==> src/rtl/mem_access_ctrl.sv <==
// mem_access_ctrl: MEM-stage load/store initiator.
// Takes one load or store request at a time and drives the data-RAM port.
// Lanes are big-endian: byte offset 0 is bits [31:24] of the RAM word.
// Store data is replicated into every lane and ram_sel_o picks the lanes written.
// A misaligned request skips the RAM and completes one cycle after it is accepted.
module mem_access_ctrl #(
   parameter int ADDR_W      = 32,
   parameter int RAM_LATENCY = 1
) (
   input  logic              clk,
   input  logic              rst,
   input  logic              req_i,
   input  logic [2:0]        op_i,
   input  logic [ADDR_W-1:0] addr_i,
   input  logic [31:0]       wdata_i,
   output logic              ready_o,
   output logic              done_o,
   output logic              addr_err_o,
   output logic [31:0]       rdata_o,
   output logic              ram_ce_o,
   output logic              ram_we_o,
   output logic [ADDR_W-1:0] ram_addr_o,
   output logic [3:0]        ram_sel_o,
   output logic [31:0]       ram_data_o,
   input  logic [31:0]       ram_data_i
);

   localparam int CW = (RAM_LATENCY > 1) ? $clog2(RAM_LATENCY) : 1;

   localparam logic [2:0] OP_LB  = 3'b000;
   localparam logic [2:0] OP_LBU = 3'b001;
   localparam logic [2:0] OP_LH  = 3'b010;
   localparam logic [2:0] OP_LHU = 3'b011;
   localparam logic [2:0] OP_LW  = 3'b100;
   localparam logic [2:0] OP_SB  = 3'b101;
   localparam logic [2:0] OP_SH  = 3'b110;
   localparam logic [2:0] OP_SW  = 3'b111;

   typedef enum logic [1:0] {
      S_IDLE   = 2'd0,
      S_ACCESS = 2'd1,
      S_RESP   = 2'd2
   } state_t;

   state_t          state_q, state_d;
   logic [2:0]      op_q;
   logic [1:0]      off_q;
   logic [CW-1:0]   cnt_q;

   // Request decode (IDLE side).
   logic            is_store_i, is_byte_i, is_half_i, is_word_i, misalign_i;
   logic [3:0]      sel_i;
   logic [31:0]     wdata_steer;

   // Load-return decode (ACCESS side).
   logic            is_store_q;
   logic            access_last;
   logic [3:0][7:0] lanes;
   logic [7:0]      ld_byte;
   logic [15:0]     ld_half;
   logic [31:0]     load_ext;

   assign ready_o    = (state_q == S_IDLE);
   assign is_store_q = op_q[2] & (op_q[1] | op_q[0]);

   // Classify the incoming op by size.
   // Build its lane enables and its replicated store data.
   always_comb begin
      is_store_i  = op_i[2] & (op_i[1] | op_i[0]);
      is_byte_i   = (op_i == OP_LB) || (op_i == OP_LBU) || (op_i == OP_SB);
      is_half_i   = (op_i == OP_LH) || (op_i == OP_LHU) || (op_i == OP_SH);
      is_word_i   = (op_i == OP_LW) || (op_i == OP_SW);
      misalign_i  = (is_half_i & addr_i[0]) | (is_word_i & (addr_i[1:0] != 2'b00));
      sel_i       = 4'b1111;
      wdata_steer = wdata_i;
      if (is_byte_i) begin
         sel_i       = 4'b1000 >> addr_i[1:0];
         wdata_steer = {4{wdata_i[7:0]}};
      end else if (is_half_i) begin
         sel_i       = addr_i[1] ? 4'b0011 : 4'b1100;
         wdata_steer = {2{wdata_i[15:0]}};
      end
   end

   // Extract the addressed lane(s) of the RAM word.
   // Sign- or zero-extend the result according to the latched op.
   assign lanes   = ram_data_i;
   assign ld_byte = lanes[2'd3 - off_q];
   assign ld_half = off_q[1] ? ram_data_i[15:0] : ram_data_i[31:16];

   // Pick the extension for the latched load op.
   always_comb begin
      load_ext = ram_data_i;
      case (op_q)
         OP_LB:   load_ext = {{24{ld_byte[7]}}, ld_byte};
         OP_LBU:  load_ext = {24'h0, ld_byte};
         OP_LH:   load_ext = {{16{ld_half[15]}}, ld_half};
         OP_LHU:  load_ext = {16'h0, ld_half};
         default: load_ext = ram_data_i;
      endcase
   end

   // State register.
   always_ff @(posedge clk or negedge rst) begin
      if (!rst) state_q <= S_IDLE;
      else      state_q <= state_d;
   end

   // Next state.
   // A store spends one cycle in ACCESS.
   // A load stays in ACCESS until the latency counter reaches zero.
   always_comb begin
      state_d     = state_q;
      access_last = is_store_q || (cnt_q == '0);
      case (state_q)
         S_IDLE:   if (req_i) state_d = misalign_i ? S_RESP : S_ACCESS;
         S_ACCESS: if (access_last) state_d = S_RESP;
         S_RESP:   state_d = S_IDLE;
         default:  state_d = S_IDLE;
      endcase
   end

   // Registered RAM port, status and load result.
   // ram_sel_o is cleared together with the enables when ACCESS ends.
   // ram_addr_o and ram_data_o keep their last value.
   always_ff @(posedge clk or negedge rst) begin
      if (!rst) begin
         op_q       <= OP_LB;
         off_q      <= 2'b00;
         cnt_q      <= '0;
         done_o     <= 1'b0;
         addr_err_o <= 1'b0;
         rdata_o    <= 32'h0;
         ram_ce_o   <= 1'b0;
         ram_we_o   <= 1'b0;
         ram_addr_o <= '0;
         ram_sel_o  <= 4'b0000;
         ram_data_o <= 32'h0;
      end else begin
         done_o     <= 1'b0;
         addr_err_o <= 1'b0;
         case (state_q)
            S_IDLE: begin
               if (req_i) begin
                  op_q  <= op_i;
                  off_q <= addr_i[1:0];
                  if (misalign_i) begin
                     done_o     <= 1'b1;
                     addr_err_o <= 1'b1;
                     if (!is_store_i) rdata_o <= 32'h0;
                  end else begin
                     ram_ce_o   <= 1'b1;
                     ram_we_o   <= is_store_i;
                     ram_addr_o <= {addr_i[ADDR_W-1:2], 2'b00};
                     ram_sel_o  <= sel_i;
                     ram_data_o <= wdata_steer;
                     cnt_q      <= CW'(RAM_LATENCY - 1);
                  end
               end
            end
            S_ACCESS: begin
               if (access_last) begin
                  ram_ce_o  <= 1'b0;
                  ram_we_o  <= 1'b0;
                  ram_sel_o <= 4'b0000;
                  done_o    <= 1'b1;
                  if (!is_store_q) rdata_o <= load_ext;
               end else begin
                  cnt_q <= cnt_q - CW'(1);
               end
            end
            default: ;
         endcase
      end
   end

endmodule

==> config.mk <==
export PLATFORM = sky130hd
export DESIGN_NAME = mem_access_ctrl
export DESIGN_NICKNAME = d
export VERILOG_FILES = /design/src/rtl/mem_access_ctrl.sv
export SDC_FILE = /design/constraint.sdc
export NUM_CORES = 1
export LEC_CHECK = 0
export BUFFER_PORTS_ARGS = -buffer_cell sky130_fd_sc_hd__buf_2
export CAP_MARGIN = 20
export CORE_UTILIZATION = 44
export DETAILED_ROUTE_END_ITERATION = 8
export PLACE_DENSITY_LB_ADDON = 0.1
export SLEW_MARGIN = 40
export SYNTH_ARGS = -nofsm -noshare
export SYNTH_HDL_FRONTEND = slang
export SYNTH_SLANG_ARGS = --single-unit
export TNS_END_PERCENT = 100
==> constraint.sdc <==
create_clock -name clk -period 1.72 [get_ports clk]
set_input_delay 0.172 -clock clk [delete_from_list [all_inputs] [get_ports clk]]
set_output_delay 0.172 -clock clk [all_outputs]
set_load 0.01 [all_outputs]
==> metrics.md, run 1 <==
| Metric | Value |
|---|---|
| CTS Buffer Depth | `2` |
| Placed cell count | `935` |
| Seq/Total Area, Yosys | `0.513` |
| Async set or reset register ratio after synthesis | `1.00` |
| Mapped Area | `5370 um^2` |
| Num CTS Buffers | `9` |
| Fin. max-slew vios | `0` |
| PD cells | `1310 nW/um^2` |
| Die area | `12600 um^2` |
| Layout cell share with drive strength beyond 1 | `0.369` |
| Post-layout util | `0.610` |
| Synth cell count leaders | `nand2_1, dfrtp_1, a21oi_1, inv_1, o21ai_0` |
| Number of synthesized flops with an enable pin | `0` |
| Min-Delay Path Class | `in2reg` |
| Crit-path slowest cell | `dfrtp_1` |
| # IOs | `207` |
| ANT nets after route | `0` |
| Final setup TNS | `0 ps` |
| Largest family of logic cells by synthesized area | `simple AND/OR/NAND/NOR gates` |
| CP startpoint kind | `flop` |
| DR iter-0 viols | `324` |
| Initial Utilization | `0.460` |
| Final setup vio count | `0` |
| Most used DFF post-synth | `dfrtp_1` |
| Die Wd | `112 um` |
| Xor/xnor share of the synthesized area | `0.00163` |
| Max Clk Rate | `0.586 GHz` |
| Max_cap viols | `0` |
| Mapped Avg Cell Area | `9.16 um^2` |
| Clock-pin transition on the worst setup and hold timing paths | `70 ps` |
| Worst VDD drop | `0.798 mV` |
| Synth warn | `0` |
| Synth area leaders | `dfrtp_1, nand2_1, mux2i_1, a21oi_1, mux2_2` |
| Final std cells w/o fill | `957` |
| RSZ-0062 raised after global routing | `yes` |
| Pin count of the biggest net entering global routing | `56` |
| Lkg Pwr | `3.93 nW` |
| Number of detailed-route iterations in the first pass | `4` |
| Critical path arrival | `1990 ps` |
| Final period util | `0.993` |
| Largest stage delay on the critical path | `450 ps` |
| Tot Pwr | `9.33 mW` |
| GRT Total Usage | `0.235` |
| Adder-Cell Fraction of Synth Area | `0` |
| Post-synthesis cell type count | `40` |
| Core Footprint | `11700 um^2` |
| CP Cell Sequence | `or3b_4 -> o221ai_4 -> o21ai_4 -> buf_12 -> a21oi_1 -> mux2_2` |
| Routability congestion estimate | `0.844` |
| Skew final | `7.45 ps` |
| Die H | `112 um` |
| Required @ worst endpoint | `2010 ps` |
| FP Rows | `39` |
| Final HPWL from detailed placement | `10800 um` |
| Minimum clock period | `1710 ps` |
| Yosys top cell by area | `dfrtp_1` |
| Synth Area in Compound Gates | `0.157` |
| CTS tree | `yes` |
| Port bufs | `204` |
| CP top delay family | `flip-flops` |
| Root Buffer | `clkbuf_16` |
| DRC viols | `0` |
| Via count | `4872` |
| Worst-skew pair later-pin latency | `350 ps` |
| Crit. End Element | `flop` |
| H-tree depth | `3` |
| GR Overflow Total | `0` |
| Synth Area in Simple Gates | `0.160` |
| Post-synthesis mux area share | `0.0951` |
| Clk sink count | `110` |
| First-pass GRT wire length | `23400 um` |
| Status | `complete, no violations` |
| Vias in the first global route | `4753` |
| Nets | `910` |
| Buf/Inv on CP | `1` |
| Hold Vio Cnt, Final | `0` |
| CP max FO | `16` |
| Initial antenna violation count | `1` |
| Final hold slack | `10.4 ps` |
| Routed vias/inst | `5.09` |
| Mean routed wirelength per cell | `15.2 um` |
| Routed WL | `14600 um` |
| Setup CP Type | `reg2reg` |
| Share of Yosys cell area claimed by the top area cell type | `0.513` |
| Area Overhead vs Synth | `32.5%` |
| Seq cells post-synth | `110` |
| Post-Syn Instances | `586` |
| Count leader, synth | `nand2_1` |
per-stage QoR:
stage	setup slack, ps	area [um^2]
3_3_place_gp	16.0	6770
5_1_grt	-48.5	7110
4_1_cts	14.7	7080
2_1_floorplan	2.23	5400
3_5_place_dp	-78.0	6770
6_report	12.7	7110
layout make-up:
| cell class | count | area (um^2) |
|---|---|---|
| clock buffers | 11 | 243 |
| flip-flops and latches | 110 | 2750 |
| clock inverters | 5 | 41.3 |
| multi-input cells | 393 | 2280 |
| well taps | 143 | 179 |
| inverters | 44 | 165 |
| fillers | 1020 | 4550 |
| diodes | 1 | 2.50 |
| repair buffers | 250 | 1450 |
power by group:
| group | total (mW) | internal (mW) | switching, mW |
|---|---|---|---|
| Clock | 1.99 | 1.04 | 0.954 |
| Sequential | 3.83 | 3.38 | 0.458 |
| Combinational | 3.51 | 1.56 | 1.94 |
path summary, 6_finish.rpt:
check	start	to	slack, ps	cells past startpoint
setup / recovery	op_q[0]	rdata_o[21]	10	6
hold / removal	addr_i[24]	ram_addr_o[24]	10	3
setup reg to reg	op_q[0]	rdata_o[21]	10	6
hold reg to reg	ram_addr_o[22]	ram_addr_o[22]	470	2
max in group asynchronous	rst	off_q[1]	840	3
min in group asynchronous	rst	ram_data_o[27]	290	2
worst register-to-register path: stages (launching register included):
cell      delay [ps]
dfrtp_1          450
or3b_4           430
o221ai_4         230
o21ai_4           80
buf_12           160
a21oi_1          130
mux2_2           170
layout by cell type (no fill, tap or decap), types with 19 or more instances in the layout:
cell and n:
buf_2 203, nand2_1 161, dfrtp_1 109, inv_1 44, a21oi_1 44, buf_4 40
o21ai_0 32, nor2_1 28, mux2i_1 25, mux2_2 19, o221ai_1 19
state kept, by name, summed over array words and instances (netlist names):
name / count
ram_we_o: 1
op_q: 3
addr_err_o: 1
ram_data_o: 32
ram_addr_o: 30
ram_sel_o: 4
ram_ce_o: 1
done_o: 1
off_q: 2
rdata_o: 32
state_q: 2
cnt_q: 1
layer usage:
| metal | track usage | up-vias | routed length (um) |
|---|---|---|---|
| li1 | - | 2416 | - |
| met1 | 0.313 | 2264 | 6760 |
| met2 | 0.384 | 175 | 6710 |
| met3 | 0.0427 | 17 | 895 |
| met4 | 0.0871 | 0 | 213 |
| met5 | 0 | - | 0 |
kinds of logic (layout without fill, tap and decap cells):
| logic type | after synthesis | in the layout |
|---|---|---|
| and+or+nand+nor | 215 | 215 |
| AOI/OAI and AO/OA | 127 | 127 |
| DFF | 110 | 110 |
| buffers and inverters | 84 | 310 |
| muxes | 48 | 48 |
| other | 1 | 3 |
| xor gates and xnor gates | 1 | 1 |
repair_timing:
| item | in CTS | in global routing |
|---|---|---|
| hold buffers | 1 | 0 |
| gates resized for setup | 3 | 4 |
| setup buffers | 1 | 3 |
| setup endpoints to repair | 16 | 63 |
| endpoints found under the hold margin | 25 | 0 |
| pin swaps | 1 | 2 |
No activity file was read; power rests on OpenSTA's default activity.
==> inputs of run 2 (changes only) <==
--- a/config.mk
+++ b/config.mk
@@ -9,7 +9,7 @@
 export CAP_MARGIN = 20
 export CORE_UTILIZATION = 44
 export DETAILED_ROUTE_END_ITERATION = 8
-export PLACE_DENSITY_LB_ADDON = 0.1
+export PLACE_DENSITY = 0.73
 export SLEW_MARGIN = 40
 export SYNTH_ARGS = -nofsm -noshare
 export SYNTH_HDL_FRONTEND = slang
==> run 2 against run 1 <==
  * The run now ends with setup timing left
  * Sequential cell count did not move
  * Clock skew hardly changed
  * Via count increased by 4.6%
  * Largest cell class unchanged
  * Highest routed layer is now met5
==> metrics.md, run 2 (synthesis results as in run 1) <==
| Metric | Value |
|---|---|
| Status | `finished with violations` |
| Failing checks | `setup timing` |
| Fill cells | `983` |
| Crit path from | `op_q[0]` |
| Die H | `112 um` |
| Via count | `5095` |
| Hold Vio Cnt, Final | `0` |
| Worst R2R Path Depth | `6` |
| DRC viols | `0` |
| Max Clk Rate | `0.578 GHz` |
| ANT nets after route | `0` |
| Fin. max-slew vios | `0` |
| Clock power share | `0.221` |
| Sequential share of power | `0.407` |
| Dpl cell area | `6750 um^2` |
| Post-layout util | `0.615` |
| Die Wd | `112 um` |
| Num CTS Buffers | `9` |
| Worst-skew pair later-pin latency | `360 ps` |
| Pint | `6.08 mW` |
| Mean routed wirelength per cell | `16.2 um` |
| Skew final | `7.71 ps` |
| PD cells | `1320 nW/um^2` |
| CP max FO | `22` |
| Setup CP Type | `reg2reg` |
| Critical path arrival | `1970 ps` |
| Switch share | `0.357` |
| Switching power | `3.37 mW` |
| First-pass GRT wire length | `24900 um` |
| Clock-pin transition on the worst setup and hold timing paths | `70 ps` |
| WHS Path Cells | `3` |
| Nets | `913` |
| H-tree depth | `3` |
| GR Overflow Total | `0` |
| Commonest non-fill, non-tap cell in the layout | `buf_2` |
| Root Buffer | `clkbuf_16` |
| Number of detailed-route iterations in the first pass | `5` |
| Final setup margin | `-10.5 ps` |
| Top Registers | `ram_data_o (32), rdata_o (32), ram_addr_o (30)` |
| DR iter-0 viols | `250` |
| Pin count of the biggest net entering global routing | `56` |
| Worst VDD drop | `0.696 mV` |
| Max_cap viols | `0` |
| GRT Total Usage | `0.252` |
| Core Footprint | `11700 um^2` |
| Final hold slack | `9.32 ps` |
| Cell area after layout | `7180 um^2` |
| Routability congestion estimate | `0.890` |
| FP Rows | `39` |
| Clk sink count | `110` |
| Diodes inserted | `0` |
| Routed vias/inst | `5.32` |
| Final period util | `1.01` |
| # IOs | `207` |
| Most frequent cells in the layout | `buf_2, nand2_1, dfrtp_1` |
| Area Overhead vs Synth | `33.7%` |
| CP startpoint kind | `flop` |
| Final HPWL from detailed placement | `11400 um` |
| Area of the multi-input gates | `2280 um^2` |
| Layout cell share with drive strength beyond 1 | `0.361` |
| Final setup vio count | `1` |
| Required @ worst endpoint | `1960 ps` |
| Routed WL | `15500 um` |
| Min-Delay Path Class | `in2reg` |
| Vias in the first global route | `5118` |
| Crit. End Element | `flop` |
| RSZ-0062 raised after global routing | `yes` |
| Logic pwr share | `0.373` |
| Initial antenna violation count | `1` |
| R2R Path Start | `op_q[0]` |
| Min-delay src | `addr_i[30]` |
| Lkg Pwr | `3.96 nW` |
| CTS tree | `yes` |
| Port bufs | `204` |
| Die area | `12600 um^2` |
| Minimum clock period | `1730 ps` |
| CTS Buffer Depth | `2` |
| Initial Utilization | `0.460` |
| Seq. cell area | `2750 um^2` |
==> run 2: power by group through the flow <==
stage / clock network, mW / registers (mW) / logic, mW
after floorplan: 0 / 4.19 / 1.56
after global placement: 0 / 3.82 / 3.36
after detailed placement: 0 / 3.87 / 3.46
after CTS: 2.12 / 3.84 / 3.50
after global routing: 2.24 / 3.94 / 3.86
final: 2.09 / 3.85 / 3.52
==> run 2: final cells by class <==
class | count | area share
multi-input combinational | 393 | 0.318
sequential | 110 | 0.384
inverter | 44 | 0.0230
clock buffer | 11 | 0.0338
timing repair buffer | 253 | 0.210
tap | 143 | 0.0249
clock inverter | 4 | 0.00662
==> run 2: worst paths after layout <==
check	end	slack, ps
setup reg to reg	rdata_o[19]	-10
hold reg to reg	ram_addr_o[4]	470
max in group asynchronous	ram_data_o[29]	750
setup / recovery	rdata_o[19]	-10
min in group asynchronous	rdata_o[15]	320
hold / removal	ram_addr_o[30]	9
==> run 2: through the flow <==
step | instances | setup TNS (ps) | setup WS (ps) | power [mW]
after floorplan | 587 | 0 | 2.23 | 5.74
after global placement | 932 | 0 | 18.4 | 7.18
after detailed placement | 932 | -1190 | -108 | 7.33
after CTS | 955 | -4.13 | -4.13 | 9.47
after global routing | 958 | -1500 | -90.3 | 10.0
final | 958 | -10.5 | -10.5 | 9.45
==> run 2: what timing repair did <==
action,in CTS,in global routing
gates resized for setup,3,3
gates cloned,0,1
endpoints found under the setup margin,17,73
pin swaps,1,0
hold buffers,7,1
endpoints found under the hold margin,34,1
setup buffers,1,1
==> run 2: metal layers <==
metal	global-route usage	up-vias	wire [um]
met5	0	-	13
met4	0.112	2	377
met3	0.0562	32	987
met2	0.419	207	7450
met1	0.317	2439	6660
li1	-	2415	-
==> run 2: critical path: stages (launching register included) <==
cell and delay (ps):
dfrtp_1 430, o21ai_0 300, nand2_1 120, nor2_1 190, a31oi_4 50, buf_12 180, mux2_1 330
